==> src/rtl/rv32i_pkg.sv <==
// Shared types and constants for the RV32I pipeline control blocks.
package rv32i_pkg;

    localparam int unsigned REG_AW = 5;
    localparam int unsigned MEM_TIMEOUT_DEFAULT = 255;

    typedef enum logic [1:0] {
        RUN      = 2'b00,
        MEM_WAIT = 2'b01,
        FAULT    = 2'b10
    } hz_state_e;

    localparam logic [1:0] FWD_RF  = 2'b00;
    localparam logic [1:0] FWD_WB  = 2'b01;
    localparam logic [1:0] FWD_MEM = 2'b10;

    // MEM result is younger than WB, so it wins when both target the same register.
    function automatic logic [1:0] fwd_select(
        input logic [REG_AW-1:0] rs,
        input logic              reg_write_m,
        input logic [REG_AW-1:0] rd_m,
        input logic              reg_write_w,
        input logic [REG_AW-1:0] rd_w
    );
        if (reg_write_m && (rd_m != '0) && (rd_m == rs)) begin
            return FWD_MEM;
        end else if (reg_write_w && (rd_w != '0) && (rd_w == rs)) begin
            return FWD_WB;
        end
        return FWD_RF;
    endfunction

endpackage

==> src/rtl/forwarding_unit.sv <==
// EX-stage operand bypass selection from the MEM and WB writeback ports.
module forwarding_unit
    import rv32i_pkg::*;
(
    input  logic [REG_AW-1:0] Rs1E,
    input  logic [REG_AW-1:0] Rs2E,
    input  logic              RegWriteM,
    input  logic [REG_AW-1:0] RdM,
    input  logic              RegWriteW,
    input  logic [REG_AW-1:0] RdW,
    output logic [1:0]        ForwardAE,
    output logic [1:0]        ForwardBE
);

    always_comb begin
        ForwardAE = fwd_select(Rs1E, RegWriteM, RdM, RegWriteW, RdW);
        ForwardBE = fwd_select(Rs2E, RegWriteM, RdM, RegWriteW, RdW);
    end

endmodule

==> src/rtl/pipeline_hazard_ctrl.sv <==
// Pipeline hazard control: stall/flush priority, data-memory wait FSM with
// timeout fault, bypass selection and saturating stall/flush counters.
module pipeline_hazard_ctrl
    import rv32i_pkg::*;
#(
    parameter int unsigned MEM_TIMEOUT = MEM_TIMEOUT_DEFAULT
) (
    input  logic              clk,
    input  logic              reset,
    input  logic [REG_AW-1:0] Rs1D,
    input  logic [REG_AW-1:0] Rs2D,
    input  logic [REG_AW-1:0] Rs1E,
    input  logic [REG_AW-1:0] Rs2E,
    input  logic [REG_AW-1:0] RdE,
    input  logic              MemReadE,
    input  logic              PCSrcE,
    input  logic              RegWriteM,
    input  logic [REG_AW-1:0] RdM,
    input  logic              RegWriteW,
    input  logic [REG_AW-1:0] RdW,
    input  logic              MemAccessM,
    input  logic              MemReadyM,
    output logic              StallF,
    output logic              StallD,
    output logic              StallE,
    output logic              StallM,
    output logic              FlushD,
    output logic              FlushE,
    output logic [1:0]        ForwardAE,
    output logic [1:0]        ForwardBE,
    output logic              MemFault,
    output logic [31:0]       StallCnt,
    output logic [31:0]       FlushCnt
);

    localparam int unsigned WCW = (MEM_TIMEOUT < 1) ? 1 : $clog2(MEM_TIMEOUT + 1);
    localparam logic [WCW-1:0] WAIT_LIMIT = WCW'(MEM_TIMEOUT);
    localparam logic [31:0] CNT_MAX = 32'hFFFF_FFFF;

    hz_state_e      state_q, state_d;
    logic [WCW-1:0] wait_cnt_q, wait_cnt_d;
    logic           mem_pending;
    logic           mem_hold;
    logic           load_use;

    forwarding_unit u_fwd (
        .Rs1E      (Rs1E),
        .Rs2E      (Rs2E),
        .RegWriteM (RegWriteM),
        .RdM       (RdM),
        .RegWriteW (RegWriteW),
        .RdW       (RdW),
        .ForwardAE (ForwardAE),
        .ForwardBE (ForwardBE)
    );

    assign mem_pending = MemAccessM && !MemReadyM;
    assign mem_hold    = mem_pending || (state_q == FAULT);
    assign load_use    = MemReadE && (RdE != '0) && ((RdE == Rs1D) || (RdE == Rs2D));
    assign MemFault    = (state_q == FAULT);

    always_comb begin
        StallF = 1'b0;
        StallD = 1'b0;
        StallE = 1'b0;
        StallM = 1'b0;
        FlushD = 1'b0;
        FlushE = 1'b0;
        if (mem_hold) begin
            StallF = 1'b1;
            StallD = 1'b1;
            StallE = 1'b1;
            StallM = 1'b1;
        end else if (PCSrcE) begin
            FlushD = 1'b1;
            FlushE = 1'b1;
        end else if (load_use) begin
            // Hold IF/ID and inject one bubble into EX.
            StallF = 1'b1;
            StallD = 1'b1;
            FlushE = 1'b1;
        end
    end

    always_comb begin
        state_d    = state_q;
        wait_cnt_d = wait_cnt_q;
        case (state_q)
            RUN: begin
                if (mem_pending) begin
                    state_d    = MEM_WAIT;
                    wait_cnt_d = WCW'(1);
                end
            end
            MEM_WAIT: begin
                if (!mem_pending) begin
                    state_d    = RUN;
                    wait_cnt_d = '0;
                end else if (wait_cnt_q == WAIT_LIMIT) begin
                    state_d = FAULT;
                end else begin
                    wait_cnt_d = wait_cnt_q + WCW'(1);
                end
            end
            FAULT: ;
            default: begin
                state_d    = RUN;
                wait_cnt_d = '0;
            end
        endcase
    end

    always_ff @(posedge clk) begin
        if (reset) begin
            state_q    <= RUN;
            wait_cnt_q <= '0;
            StallCnt   <= '0;
            FlushCnt   <= '0;
        end else begin
            state_q    <= state_d;
            wait_cnt_q <= wait_cnt_d;
            if (StallF && (StallCnt != CNT_MAX)) StallCnt <= StallCnt + 32'd1;
            if (FlushE && (FlushCnt != CNT_MAX)) FlushCnt <= FlushCnt + 32'd1;
        end
    end

endmodule

==> config.mk <==
export PLATFORM = sky130hd
export DESIGN_NAME = pipeline_hazard_ctrl
export DESIGN_NICKNAME = d
export VERILOG_FILES = /design/src/rtl/rv32i_pkg.sv /design/src/rtl/forwarding_unit.sv /design/src/rtl/pipeline_hazard_ctrl.sv
export SDC_FILE = /design/constraint.sdc
export NUM_CORES = 1
export LEC_CHECK = 0
export ABC_AREA = 1
export CAP_MARGIN = 10
export CELL_PAD_IN_SITES_DETAIL_PLACEMENT = 2
export CELL_PAD_IN_SITES_GLOBAL_PLACEMENT = 2
export CORE_MARGIN = 5
export CORE_UTILIZATION = 23
export DETAILED_ROUTE_END_ITERATION = 16
export HOLD_SLACK_MARGIN = 0.06
export PLACE_DENSITY_LB_ADDON = 0.1
export SLEW_MARGIN = 10
export SYNTH_ARGS = -nofsm -noshare
export SYNTH_HDL_FRONTEND = slang
export SYNTH_SLANG_ARGS = --single-unit
==> constraint.sdc <==
create_clock -name clk -period 1.55 [get_ports clk]
set_input_delay 0.155 -clock clk [delete_from_list [all_inputs] [get_ports clk]]
set_output_delay 0.155 -clock clk [all_outputs]
set_load 0.03 [all_outputs]
Word level (Yosys, flattened, before mapping)
Cells that the tools add are included.
{"block": "classes", "eq_ne": 14, "n_bitwise": 1, "n_addsub": 3, "reduce_logical": 20, "mux": 26}
{"cell": "$add A32 B1 Y32 const B", "n": 2}
{"cell": "$ne A32 B32 Y1 const B", "n": 2}
{"cell": "$eq A5 B5 Y1", "n": 6}
{"cell": "$mux W8", "n": 3}
{"cell": "$pmux W8 S3", "n": 1}
{"cell": "$mux W2", "n": 9}
{"cell": "$reduce_bool A5 Y1", "n": 3}
{"cell": "$mux W1", "n": 12}
{"cell": "$logic_and A1 B1 Y1", "n": 11}
{"cell": "$add A8 B1 Y8 const B", "n": 1}
{"cell": "$eq A8 B8 Y1 const B", "n": 1}
{"cell": "$ne A3 B3 Y1 const B", "n": 2}
{"cell": "$pmux W2 S3", "n": 1}
{"cell": "$reduce_and A3 Y1", "n": 2}
{"cell": "$eq A2 B1 Y1 const B", "n": 1}
{"cell": "$eq A2 B2 Y1 const B", "n": 1}
{"cell": "$logic_not A2 Y1", "n": 1}
{"cell": "$logic_or A1 B1 Y1", "n": 2}
{"cell": "$ne A2 B2 Y1 const B", "n": 1}
{"cell": "$logic_not A1 Y1", "n": 1}
{"cell": "$not A1 Y1", "n": 1}
{"block": "totals", "reg_bits": 74, "out_inout_bits": 75, "wordCells": 68, "in_bits": 43}

Logic depth before layout (Yosys ltp)
{"block": "logic_depth", "depth_word": 7, "ltp_mapped": 13, "ltp_nobuf": 12}

By module
From an unflattened synthesis, not the netlist that was laid out.
{"block": "hier_totals", "hier_cells": 831, "hier_area_um2": 4988.5}
{"mod": "pipeline_hazard_ctrl", "seq_area_each_um2": 1481.4, "n_inst": 1, "cells_per_inst": 751, "area_each_um2": 4621.9}
{"mod": "forwarding_unit", "seq_area_each_um2": 0.0, "n_inst": 1, "cells_per_inst": 80, "area_each_um2": 366.6}

Worst setup path after synthesis
No wires, ideal clock.
{"block": "synth_timing", "kind": "register to register", "from": "register state_q[1]", "to": "register FlushCnt[18]", "period_less_slack_ps": 2108, "t_required_ps": 1434, "path_buffers": 2, "setup_time_ps": 116, "stages_incl_launch_ff": 12, "path_slack_ps": -558, "t_arrival_ps": 1991, "cell_sequence": "dfxtp_1 > inv_1 > nor2_1 > inv_1 > nand2_2 > nor2_1 > inv_1 > nand2_1 > buf_4 > buf_4 > a21oi_1 > nor2_1"}
{"block": "synth_via", "elab_chain_len": 4}
{"element": "from (decl)", "line": "pipeline_hazard_ctrl.sv:40", "rtl": "hz_state_e state_q, state_d;"}
{"element": "from (signal assigned)", "line": "pipeline_hazard_ctrl.sv:120", "rtl": "state_q <= state_d;"}
{"element": "$eq A2 B2 Y1"}
{"element": "net MemFault", "line": "pipeline_hazard_ctrl.sv:31", "rtl": "output logic MemFault,"}
{"element": "$logic_or A1 B1 Y1", "line": "pipeline_hazard_ctrl.sv:58", "rtl": "assign mem_hold = mem_pending || (state_q == FAULT);"}
{"element": "$mux W1", "line": "pipeline_hazard_ctrl.sv:69", "rtl": "if (mem_hold) begin"}
{"element": "$logic_and A1 B1 Y1", "line": "pipeline_hazard_ctrl.sv:123", "rtl": "if (FlushE && (FlushCnt != CNT_MAX)) FlushCnt <= FlushCnt + 32'd1;"}
{"element": "to (signal assigned)", "line": "pipeline_hazard_ctrl.sv:123"}
{"element": "to (decl)", "line": "pipeline_hazard_ctrl.sv:33", "rtl": "output logic [31:0] FlushCnt"}
The timed path passes the listed nets, and every way through them passes these cells.
A chain may end at the register's enable or synchronous reset.

Worst setup path in the final report
{"block": "layout_timing", "from": "register FlushCnt[0]", "to": "register FlushCnt[25]"}
{"block": "layout_via", "elab_chain_len": 2, "elab_cells_between_ends": 3, "classes_between": "add/sub: 1; eq/ne: 1; reduce/logical: 1"}
{"element": "parallel branches: the longest is 2 deep, another holds $add A32 B1 Y32"}
Several ways; the timed one is not identified.

==> reports/qor.csv <==
metric,value,unit
status,"finished, violations left",
failing checks,negative setup slack,
post-route cell area,9479,um2
WHS,0.5182,ns
dominant synthesized flop cell,dfxtp_1,
WL final,26810,um
Area after DPL,7562,um2
worst hold path type,reg -> reg,
PwrDens,549.9,nW/um2
Skew-Pair Late Insertion Delay,0.35,ns
Root Buffer,clkbuf_16,
synth warn,0,
H-tree Lvls,3,
Crit. Startpoint,FlushCnt[0]$_SDFFE_PP0P_,
share of cells above drive strength 1,52.82,%
Vias per Instance,4.821,
Crit Path Max Fanout,7,
nets,1141,
clk_skew,0.01137,ns
Clock power frac,45.7,%
overall power,5.212,mW
hpwl dp,16040,um
post-route ant nets,0,
syn_area_per_cell,5.988,um2
post-synthesis async set-or-reset flop share,0,%
WP data required,1.79,ns
Vias,6605,
max cap viols,0,
Util after Layout,46.40,%
Hold Path Depth,2,
placed cell count,1315,
Starting Density,23.54,%
Hold Fails Final Rpt,0,
Syn Nets,849,
drt initial violations,178,
largest net degree at the start of global routing,39,
global-route wire length before repair,39320,um
Cell variety after synth,33,
antenna cells,0,
hold path startpoint,FlushCnt[1]$_SDFFE_PP0P_,
Area Overhead vs Synth,97.14,%
Post-CTS Hold Fix Bufs,0,
grt total ovfl,0,
#FFs+latches synth,74,
reg2reg setup slack,-0.31,ns
Arrival @ worst endpoint,2.10,ns
die area,23900,um2
IO Port Bufs,117,
io pins,118,
synthesized cell area,4808,um2
Comb pwr share,17.2,%
# fillers,2292,
routability cong.,0.8327,
final setup fails,75,
Worst R2R Path Depth,11,
Max rail drop VDD,0.0004391,V
minimum clock period,1.862,ns
Int Power,3.711,mW
initial antenna violation count,0,
Post-synth EDFFs,0,
crit end category,register,
DRC,0,
Non-Filler Instances,1370,
row cnt,52,
Pins Over Slew Limit,0,
register share of total power,37.1,%
Pleak,4.258,nW
Die Width,154.6,um
sequential-to-total area share from yosys stat,30.81,%
Clock Sinks,74,
Synth Instances,803,
DR WL/cell,19.57,um
Clock transition at path regs,0.06,ns
Setup TNS,-13.74,ns
post-route setup slack,-0.3116,ns
Worst Hold Endpoint,FlushCnt[1]$_SDFFE_PP0P_,
fmax,537.2,MHz
number of global-route vias before repair,7662,
Die Span Y,154.6,um
Core ar.,20430,um2
total track usage,20.09,%
total CTS buffers,9,
period utilisation layout,120.1,%
max_slew headroom,65.86,%
DRT Pass-1 Iters,4,
unrepaired setup endpoints after global routing,true,
worst flop-to-flop path startpoint,FlushCnt[0]$_SDFFE_PP0P_,
Net Sw Frac,28.80,%
startpoint types,register,
CTS tree,built,
Slew @ Worst Pin,0.5075,ns
worst setup path class,reg -> reg,
switching power,1.501,mW
dpl ws,-0.6747,ns
r2r endpoint,FlushCnt[25]$_SDFFE_PP0P_,
Max clock buf depth,2,
[how the worst max path moves through the flow]
stage | end | slack, ns | cells after the start
finish | FlushCnt[25]$_SDFFE_PP0P_ | -0.31 | 11
global route | FlushCnt[25]$_SDFFE_PP0P_ | -0.47 | 10
CTS | FlushCnt[12]$_SDFFE_PP0P_ | -0.23 | 12
detailed placement | ForwardAE[1] | -0.67 | 6
global placement | ForwardAE[1] | -0.57 | 5
floorplan | FlushCnt[16]$_SDFFE_PP0P_ | -0.11 | 11
[power by group through the flow]
stage	registers, mW	logic, mW	clock network (mW)
6_report	1.93	0.899	2.38
5_1_grt	1.93	0.961	2.49
4_1_cts	1.93	0.803	2.39
3_5_place_dp	1.97	0.716	0
3_3_place_gp	1.97	0.674	0
2_1_floorplan	2.00	0.331	0
[Yosys cell counts (all sizes together), types with 6 or more instances]
cell     n  share of area [%]
nor2   159                 13
a21oi   73                7.6
nand2  203                 16
nand4   14                1.8
nor3     6               0.62
nand3  100                 11
inv    101                7.9
dfxtp   74                 31
xnor2   12                2.2
buf     22                3.1
xor2    11                2.0
[worst max-delay path, cell delays in order (launching register included)]
cell and delay (ns):
dfxtp_4 0.37, ha_4 0.14, nand3_4 0.10, nor2_4 0.12
nand2_2 0.08, nor2_4 0.17, nand3b_4 0.19, buf_12 0.21
nand2_8 0.08, nor2_4 0.04, a21oi_1 0.17, nor2_1 0.07
[kinds of logic after synthesis]
group           synth area share, %
compound gates                8.301
xor+xnor                      4.189
fa+ha+maj                    0.7807
buf+inv                       11.32
flops                         30.81
simple gates                  44.60
[state kept, by name, indices dropped and copies added, names as in the netlist]
name	flops
FlushCnt	32
state_q	2
StallCnt	32
wait_cnt_q	8
[timing repair]
| item | 4_1_cts | 5_1_grt |
|---|---|---|
| cloned | 4 | 1 |
| setup buffers | 22 | 14 |
| endpoints found under the setup margin | 145 | 81 |
| gates resized for setup | 354 | 170 |
| pin swaps | 120 | 109 |
[area by class of cell]
class	count	area [um2]	share of cell area (%)
Multi-Input combinational cell	602	4146	43.74
Clock buffer	11	232.7	2.455
Clock inverter	5	78.83	0.8316
Tap cell	270	337.8	3.564
Sequential cell	74	1558	16.43
Inverter	101	424.2	4.475
Timing Repair Buffer	307	2701	28.50
[metal layers]
| metal | GRT usage (%) | vias to the layer above | share of wire (%) |
|---|---|---|---|
| met5 | 0 | - | 0 |
| met4 | 6.392 | 0 | 1.5 |
| met3 | 3.018 | 27 | 3.1 |
| met2 | 38.73 | 119 | 55 |
| met1 | 22.45 | 3323 | 40 |
| li1 | - | 3136 | - |
[layout by cell type (no fill, tap or decap), types with 7 or more instances in the layout]
master	instances
buf_12	7
nor2_1	92
nor2_2	33
inv_1	59
clkbuf_16	10
nand4_1	14
dfxtp_2	43
nand2_2	28
dlygate4sd2_1	82
xor2_1	11
a21oi_2	56
nand2_4	28
dfxtp_1	25
nand3_1	41
xnor2_1	10
clkbuf_2	12
nand2_1	143
inv_2	25
nand3_2	48
nand3_4	11
a21oi_1	17
nor2_4	34
buf_4	169
buf_6	15
inv_4	16
(Power assumes the default switching activity.)
